**src/rtl/sdfm_sinc_filter.sv**
```systemverilog
// sdfm_sinc_filter: Sinc1/Sinc2/Sinc3 CIC decimator for one SDFM channel.
// The modulator clock and data are synchronised into SYSCLK. One unsigned result is produced per window.
module sdfm_sinc_filter #(
    parameter int DW = 25
) (
    input  logic          SYSCLK,
    input  logic          SYSRSTn,
    input  logic          sd_dsd_in,
    input  logic          sd_clk_in,
    input  logic          reg_en,
    input  logic [1:0]    reg_order,
    input  logic [7:0]    reg_osr,
    output logic [DW-1:0] flt_data,
    output logic          flt_valid
);
    typedef enum logic {IDLE, RUN} state_t;
    state_t        state_q;
    logic [2:0]    clk_sync_q;
    logic [1:0]    dsd_sync_q;
    logic [1:0]    order_q;
    logic [7:0]    osr_q;
    logic [7:0]    cnt_q;
    logic [1:0]    settle_q;
    logic          dec_q;
    logic [DW-1:0] int1_q, int2_q, int3_q;
    logic [DW-1:0] dly1_q, dly2_q, dly3_q;
    logic          smp_stb;
    logic          last_smp;
    logic [DW-1:0] bit_d, src_d, c1_d, c2_d, c3_d, y_d;
    logic [1:0]    settle_tgt;

    // Clock and data paths have equal depth, so the data bit lines up with its strobe.
    assign smp_stb = clk_sync_q[1] & ~clk_sync_q[2];

    always_comb begin
        bit_d      = {{(DW-1){1'b0}}, dsd_sync_q[1]};
        last_smp   = smp_stb && (cnt_q == osr_q);
        src_d      = order_q == 2'd0 ? int1_q : order_q == 2'd1 ? int2_q : int3_q;
        c1_d       = src_d - dly1_q;
        c2_d       = c1_d - dly2_q;
        c3_d       = c2_d - dly3_q;
        y_d        = order_q == 2'd0 ? c1_d : order_q == 2'd1 ? c2_d : c3_d;
        settle_tgt = order_q == 2'd0 ? 2'd0 : order_q == 2'd1 ? 2'd1 : 2'd2;
    end

    always_ff @(posedge SYSCLK or negedge SYSRSTn) begin
        if (!SYSRSTn) begin
            state_q    <= IDLE;
            clk_sync_q <= '0;
            dsd_sync_q <= '0;
            order_q    <= '0;
            osr_q      <= '0;
            cnt_q      <= '0;
            settle_q   <= '0;
            dec_q      <= 1'b0;
            int1_q     <= '0;
            int2_q     <= '0;
            int3_q     <= '0;
            dly1_q     <= '0;
            dly2_q     <= '0;
            dly3_q     <= '0;
            flt_data   <= '0;
            flt_valid  <= 1'b0;
        end else begin
            clk_sync_q <= {clk_sync_q[1:0], sd_clk_in};
            dsd_sync_q <= {dsd_sync_q[0], sd_dsd_in};
            flt_valid  <= 1'b0;
            // Disable takes priority over any strobe in the same cycle.
            if (!reg_en) begin
                state_q  <= IDLE;
                cnt_q    <= '0;
                settle_q <= '0;
                dec_q    <= 1'b0;
                int1_q   <= '0;
                int2_q   <= '0;
                int3_q   <= '0;
                dly1_q   <= '0;
                dly2_q   <= '0;
                dly3_q   <= '0;
            end else if (state_q == IDLE) begin
                state_q <= RUN;
                order_q <= reg_order;
                osr_q   <= reg_osr;
            end else begin
                dec_q <= last_smp;
                if (smp_stb) begin
                    int1_q <= int1_q + bit_d;
                    int2_q <= int2_q + int1_q;
                    int3_q <= int3_q + int2_q;
                    cnt_q  <= last_smp ? 8'd0 : cnt_q + 8'd1;
                end
                if (dec_q) begin
                    dly1_q <= src_d;
                    dly2_q <= c1_d;
                    dly3_q <= c2_d;
                    if (settle_q == settle_tgt) begin
                        flt_data  <= y_d;
                        flt_valid <= 1'b1;
                    end else begin
                        settle_q <= settle_q + 2'd1;
                    end
                end
            end
        end
    end
endmodule

```
**config.mk**
```make
export PLATFORM = sky130hd
export DESIGN_NAME = sdfm_sinc_filter
export DESIGN_NICKNAME = d
export VERILOG_FILES = /design/src/rtl/sdfm_sinc_filter.sv
export SDC_FILE = /design/constraint.sdc
export NUM_CORES = 1
export LEC_CHECK = 0
export CAP_MARGIN = 15
export CELL_PAD_IN_SITES_DETAIL_PLACEMENT = 1
export CELL_PAD_IN_SITES_GLOBAL_PLACEMENT = 1
export CORE_ASPECT_RATIO = 1.25
export CORE_MARGIN = 10
export CORE_UTILIZATION = 48
export DETAILED_ROUTE_END_ITERATION = 7
export PLACE_DENSITY = 0.84
export SETUP_SLACK_MARGIN = 0.2
export SLEW_MARGIN = 20
export SYNTH_ARGS = -nofsm -noshare
export SYNTH_HDL_FRONTEND = slang
export SYNTH_SLANG_ARGS = --single-unit
export TNS_END_PERCENT = 10
```
**constraint.sdc**
```tcl
create_clock -name SYSCLK -period 7.9 [get_ports SYSCLK]
set_clock_uncertainty 0.05 [all_clocks]
set_input_delay 1.975 -clock SYSCLK [delete_from_list [all_inputs] [get_ports SYSCLK]]
set_output_delay 1.975 -clock SYSCLK [all_outputs]
set_load 0.02 [all_outputs]
```
### Word-level counts from Yosys, hierarchy flattened

Cells that the tools add are included.

| word-level totals | value |
|---|---|
| flip-flop bits (word level) | 203 |
| input bits | 15 |
| output and inout bits | 26 |
| logic and storage cells | 80 |

| operators by class | value |
|---|---|
| $add $sub $neg | 8 |
| equality and inequality tests | 7 |
| multiplexer cells | 39 |
| bitwise logic cells | 3 |
| reduce and logical (&&, ||, !) cells | 7 |

Operators with widths:

| kind | number |
|---|---|
| 25-bit 2-to-1 mux | 22 |
| 25-bit subtractor | 3 |
| 25-bit adder | 2 |
| 8-bit 2-to-1 mux | 4 |
| 25-bit by 1-bit adder with 25-bit output | 1 |
| 2-bit 2-to-1 mux | 6 |
| 8-bit by 1-bit adder with 8-bit output, second input constant | 1 |
| 8-bit equality test | 1 |
| 1-bit 2-to-1 mux | 7 |
| 2-bit by 1-bit != test with 1-bit output, second input constant | 3 |
| 2-bit AND reduction | 3 |
| 4-bit AND reduction | 1 |
| 3-bit AND reduction | 1 |
| 2-bit by 1-bit adder with 2-bit output, second input constant | 1 |
| 2-bit by 1-bit equality test with 1-bit output, second input constant | 1 |
| 2-bit equality test | 1 |
| 2-bit zero test | 1 |
| 2-bit != test, second input constant | 1 |
| 1-bit NOT | 2 |
| 1-bit AND | 1 |
| 1-bit logical AND | 1 |

### Depth between registers and ports, before layout

| depth | value |
|---|---|
| depth in word-level cells | 8 |
| gate-level depth with buffers | 30 |
| depth with buffers taken out | 29 |

### Worst setup path before layout

OpenSTA, ideal clock, no wires.

| timing | value |
|---|---|
| kind | register to register |
| from | register order_q[0] |
| to | register flt_data[24] |
| setup time | 90 ps |
| arrival | 6346 ps |
| required time | 7760 ps |
| path slack | 1414 ps |
| stages on the path, launching flop included | 31 |
| path buffers | 2 |
| clock period less this slack | 6486 ps |
| cell sequence | dfrtp_1 > buf_1 > clkbuf_1 > mux2i_1 > o21ai_0 > ha_1 > o21a_1 > o31a_1 > o21ai_0 > nand2b_1 > a21o_1 > a21oi_1 > xnor2_1 > ha_1 > a21o_2 > or4_1 > o211ai_1 > o211ai_1 > a31oi_1 > o21bai_1 > xnor2_1 > ha_1 > a21o_1 > nor4_1 > a21o_1 > a21oi_1 > o21a_1 > o211a_1 > xnor2_1 > o22a_1 > o2111ai_1 |

| on the way | value |
|---|---|
| longest elaborated chain between the ends | 8 |
| elaborated cells between the ends (all ways) | 13 |
| classes of those cells | add/sub: 3; eq/ne: 2; mux: 6; reduce/logical: 2 |

Ends and longest elaborated chain:

| what | RTL line | source |
|---|---|---|
| start: declaration | 20 | `logic [1:0] order_q;` |
| start signal: assignment | 82 | `order_q <= reg_order;` |
| 2-bit by 1-bit equality test with 1-bit output | 38, 42, 43 |  |
| 25-bit 2-to-1 mux (2 in a row) | 38 | `src_d = order_q == 2'd0 ? int1_q : order_q == 2'd1 ? int2_q : int3_q;` |
| 25-bit subtractor | 39 | `c1_d = src_d - dly1_q;` |
| 25-bit subtractor | 40 | `c2_d = c1_d - dly2_q;` |
| 25-bit subtractor | 41 | `c3_d = c2_d - dly3_q;` |
| 25-bit 2-to-1 mux (2 in a row) | 42 | `y_d = order_q == 2'd0 ? c1_d : order_q == 2'd1 ? c2_d : c3_d;` |
| end signal: assignment | 97 | `flt_data <= y_d;` |
| end: declaration | 13 | `output logic [DW-1:0] flt_data,` |

Several ways; a longest one is shown, not always the timed one.
A chain may end at the register's enable or synchronous reset.

### Worst setup path after layout

Same ends and word-level chain as after synthesis.

==> flow_metrics.py <==
metrics = {
    "clock_tree": {
        "htree_num_levels": 1,
        "cts_buffers": 23,
        "insertion_delay_ns": 0.54,
        "cts.clk_slew.worst_paths_ns": 0.07,
        "cts_tree": "yes",
        "cts_resized": 0,
        "ctsLongestPathBuffers": 3,
        "cts_hold_buf": 0,
        "cts-root-buf": "clkbuf_16",
        "post_cts_buffers": 0,
        "cts.sinks": 203,
    },
    "run_status": {
        "outcome": "completed",
    },
    "logic_synthesis": {
        "async_reset_ff_share_pct": 100.0,
        "synthMuxAreaShare_pct": 4.072,
        "ys_ff_latch": 203,
        "synth_cells": 1815,
        "synthSimpleGateAreaFrac_pct": 17.82,
        "synth_cell_type_count": 69,
        "synth_adder_area_share_pct": 10.98,
        "netlist_area_mm2": 0.01493,
        "synth_xor_area_share_pct": 7.273,
        "synth_seq_area_share_pct": 34.02,
        "avgSynthCellArea_um2": 8.228,
        "synth_flop_cell": "dfrtp_1",
        "synth_compound_area_share_pct": 21.52,
        "yosysWarnings": 0,
        "synthesis.nets": 1958,
        "synth_top_family_by_area": "compound AO/OA/AOI/OAI gates",
        "synth-edff-count": 0,
    },
    "floorplan": {
        "initial_core_util_pct": 48.47,
        "rows": 72,
        "die_area_mm2": 0.03861,
        "die_x_um": 177.8,
        "core_area_mm2": 0.03081,
        "ios": 41,
        "die_h_um": 217.2,
    },
    "worst_setup_path": {
        "reg2reg_slack_ns": 0.91,
        "reg2reg_depth": 28,
        "crit_path_top_delay_cell": "dfrtp_2",
        "arrival_ns": 7.37,
        "crit_family": "compound AO/OA/AOI/OAI gates",
        "crit_start": "order_q[0]",
        "endpoint_kind": "flip-flop",
        "path_class": "reg -> reg",
        "worst-path-buf-inv": 2,
        "cp-start-kind": "flip-flop",
        "cp.required_ns": 8.28,
        "r2r_start": "order_q[0]",
        "worstReg2RegEnd": "flt_data[24]",
        "path_max_fanout": 22,
        "max_stage_delay_ns": 0.45,
    },
    "timing": {
        "max_freq_mhz": 143.1,
        "setup_viol": 0,
        "period_needed_ns": 6.990,
        "holdWs_ns": 0.3113,
        "relSlewSlack_pct": 33.18,
        "period_share_pct": 88.48,
        "hold_violations": 0,
        "fin_setup_tns_ns": 0,
        "final.setup.worst_slack_ns": 0.9097,
        "slew_violations": 0,
        "rsz0062_at_grt": "no",
        "tightest_slew_ns": 1.002,
    },
    "global_routing": {
        "grt_remaining_overflow": 0,
        "grt_pass1_vias": 14430,
        "antenna_found_initial": 0,
        "grtUsageTotal_pct": 21.95,
        "grt_max_degree": 116,
        "grt_pass1_wl_um": 70870,
    },
    "min_path": {
        "min_path_type": "reg -> reg",
        "hold_end": "clk_sync_q[1]",
        "min_from": "clk_sync_q[0]",
        "holdPathStages": 0,
    },
    "power": {
        "power.total_mw": 3.295,
        "p_per_area_mw_per_mm2": 200.0,
        "leakage_nw": 7.279,
        "peakVddDrop_mv": 0.1515,
    },
    "drt": {
        "drc": 0,
        "drtAntennaViolNets": 0,
        "vias_per_cell": 5.847,
        "avgRoutedWirePerCell_um": 18.80,
        "drtPass1Iterations": 5,
        "vias": 13160,
        "routed_wl_um": 42320,
        "drt_iter0_markers": 591,
    },
    "place": {
        "gp_congestion": 0.9156,
        "io_buffers": 40,
        "dpl.cell_count": 2209,
        "dp_hpwl_um": 29910,
        "pre_cts_ws_ns": 1.099,
    },
    "cells_and_area": {
        "antenna_cells": 0,
        "final_common_cell": "nand2_1",
        "final_cell_mix": "nand2_1 (315), a21oi_1 (224), dfrtp_1 (201), ha_1 (123), o21ai_0 (122)",
        "layout.cells.non_filler": 2251,
        "syn_to_final_growth_pct": 10.31,
        "nNetsFinal": 1970,
        "drive_gt1_share_pct": 4.881,
    },
    "job": {
        "cap_violations": 0,
    },
}
==> cell usage after synthesis, drive strengths merged, types with 4 or more instances <==
| master | number | area [um2] |
|---|---|---|
| xnor2 | 66 | 578.1 |
| nor3b | 4 | 30.03 |
| a21o | 45 | 339.1 |
| nand3b | 5 | 37.54 |
| nor2 | 116 | 435.4 |
| a221o | 4 | 40.04 |
| nand3 | 22 | 110.1 |
| or4 | 5 | 37.54 |
| a311oi | 4 | 52.56 |
| or3 | 15 | 95.09 |
| o21a | 23 | 172.7 |
| inv | 104 | 390.4 |
| o31a | 5 | 43.79 |
| clkbuf | 56 | 210.2 |
| ha | 123 | 1539 |
| xor2 | 58 | 508.0 |
| o21ai | 123 | 619.4 |
| fa | 5 | 100.1 |
| a211oi | 15 | 112.6 |
| nor3 | 18 | 90.09 |
| o311ai | 4 | 35.04 |
| dfrtp | 203 | 5080 |
| a31oi | 11 | 68.82 |
| buf | 12 | 45.04 |
| nand4 | 14 | 87.58 |
| nand2 | 316 | 1186 |
| nor2b | 17 | 106.4 |
| nor4 | 5 | 31.28 |
| a221oi | 5 | 43.79 |
| and4 | 8 | 70.07 |
| o211ai | 16 | 120.1 |
| o21bai | 15 | 123.9 |
| o31ai | 8 | 65.06 |
| mux2 | 14 | 157.7 |
| a21oi | 225 | 1130 |
| nand2b | 23 | 143.9 |
| mux2i | 45 | 450.4 |
| and3 | 14 | 87.58 |
| and2 | 12 | 75.07 |
==> through the flow <==
| step | cell area (um2) | utilization, % |
|---|---|---|
| after global placement | 15710 | 51.00 |
| after detailed placement | 15710 | 51.00 |
| final | 16470 | 53.46 |
| after global routing | 16470 | 53.46 |
| after CTS | 16470 | 53.46 |
| after floorplan | 14930 | - |
==> report_power, final <==
group          leakage (nW)  total (mW)  internal (mW)  switching [mW]
Combinational          4.10        1.12          0.456           0.669
Clock                 0.382        1.10          0.641           0.464
Sequential             2.80        1.07           1.05          0.0143
Total                  7.28        3.29           2.15            1.15
==> metal layers <==
layer | routed length, um | GRT usage [%] | vias up
met5 | 0 | 0 | -
met4 | 843 | 6.179 | 0
met3 | 1262 | 2.148 | 65
met2 | 22470 | 41.65 | 203
met1 | 17730 | 25.34 | 6525
li1 | - | - | 6368
==> state kept, by name, indices dropped and copies added (netlist names), 2 cells and up <==
name and flops:
order_q 2, flt_data 25, dly2_q 25, int3_q 25, int2_q 25, settle_q 2, dly1_q 25, int1_q 25
osr_q 8, dsd_sync_q 2, cnt_q 8, clk_sync_q 3, dly3_q 25
==> how the worst max path moves through the flow <==
stage / endpoint / slack (ns) / cells after the start
after floorplan: flt_data[24] / 1.41 / 30
after global placement: flt_data[24] / 1.31 / 29
after detailed placement: flt_data[24] / 1.10 / 29
after CTS: flt_data[24] / 0.98 / 28
after global routing: flt_data[24] / 0.46 / 28
final: flt_data[24] / 0.91 / 28
==> layout make-up <==
class	count	area, um2
clock buffer	31	645.6
clock inverter	11	112.6
tap	407	509.2
timing repair buffer	55	516.7
fill	3725	14340
inverter	104	392.9
sequential	203	5082
multi-input combinational	1440	9213
==> cell families (layout without fill, tap and decap cells) <==
kind of cell | Yosys count | in the layout
xor gates and xnor gates | 124 | 124
adders and majority gates | 128 | 128
muxes | 59 | 59
AOI/OAI and AO/OA | 530 | 530
buffers and inverters | 172 | 201
and+or+nand+nor | 599 | 599
DFF | 203 | 203
(Power assumes the default switching activity.)
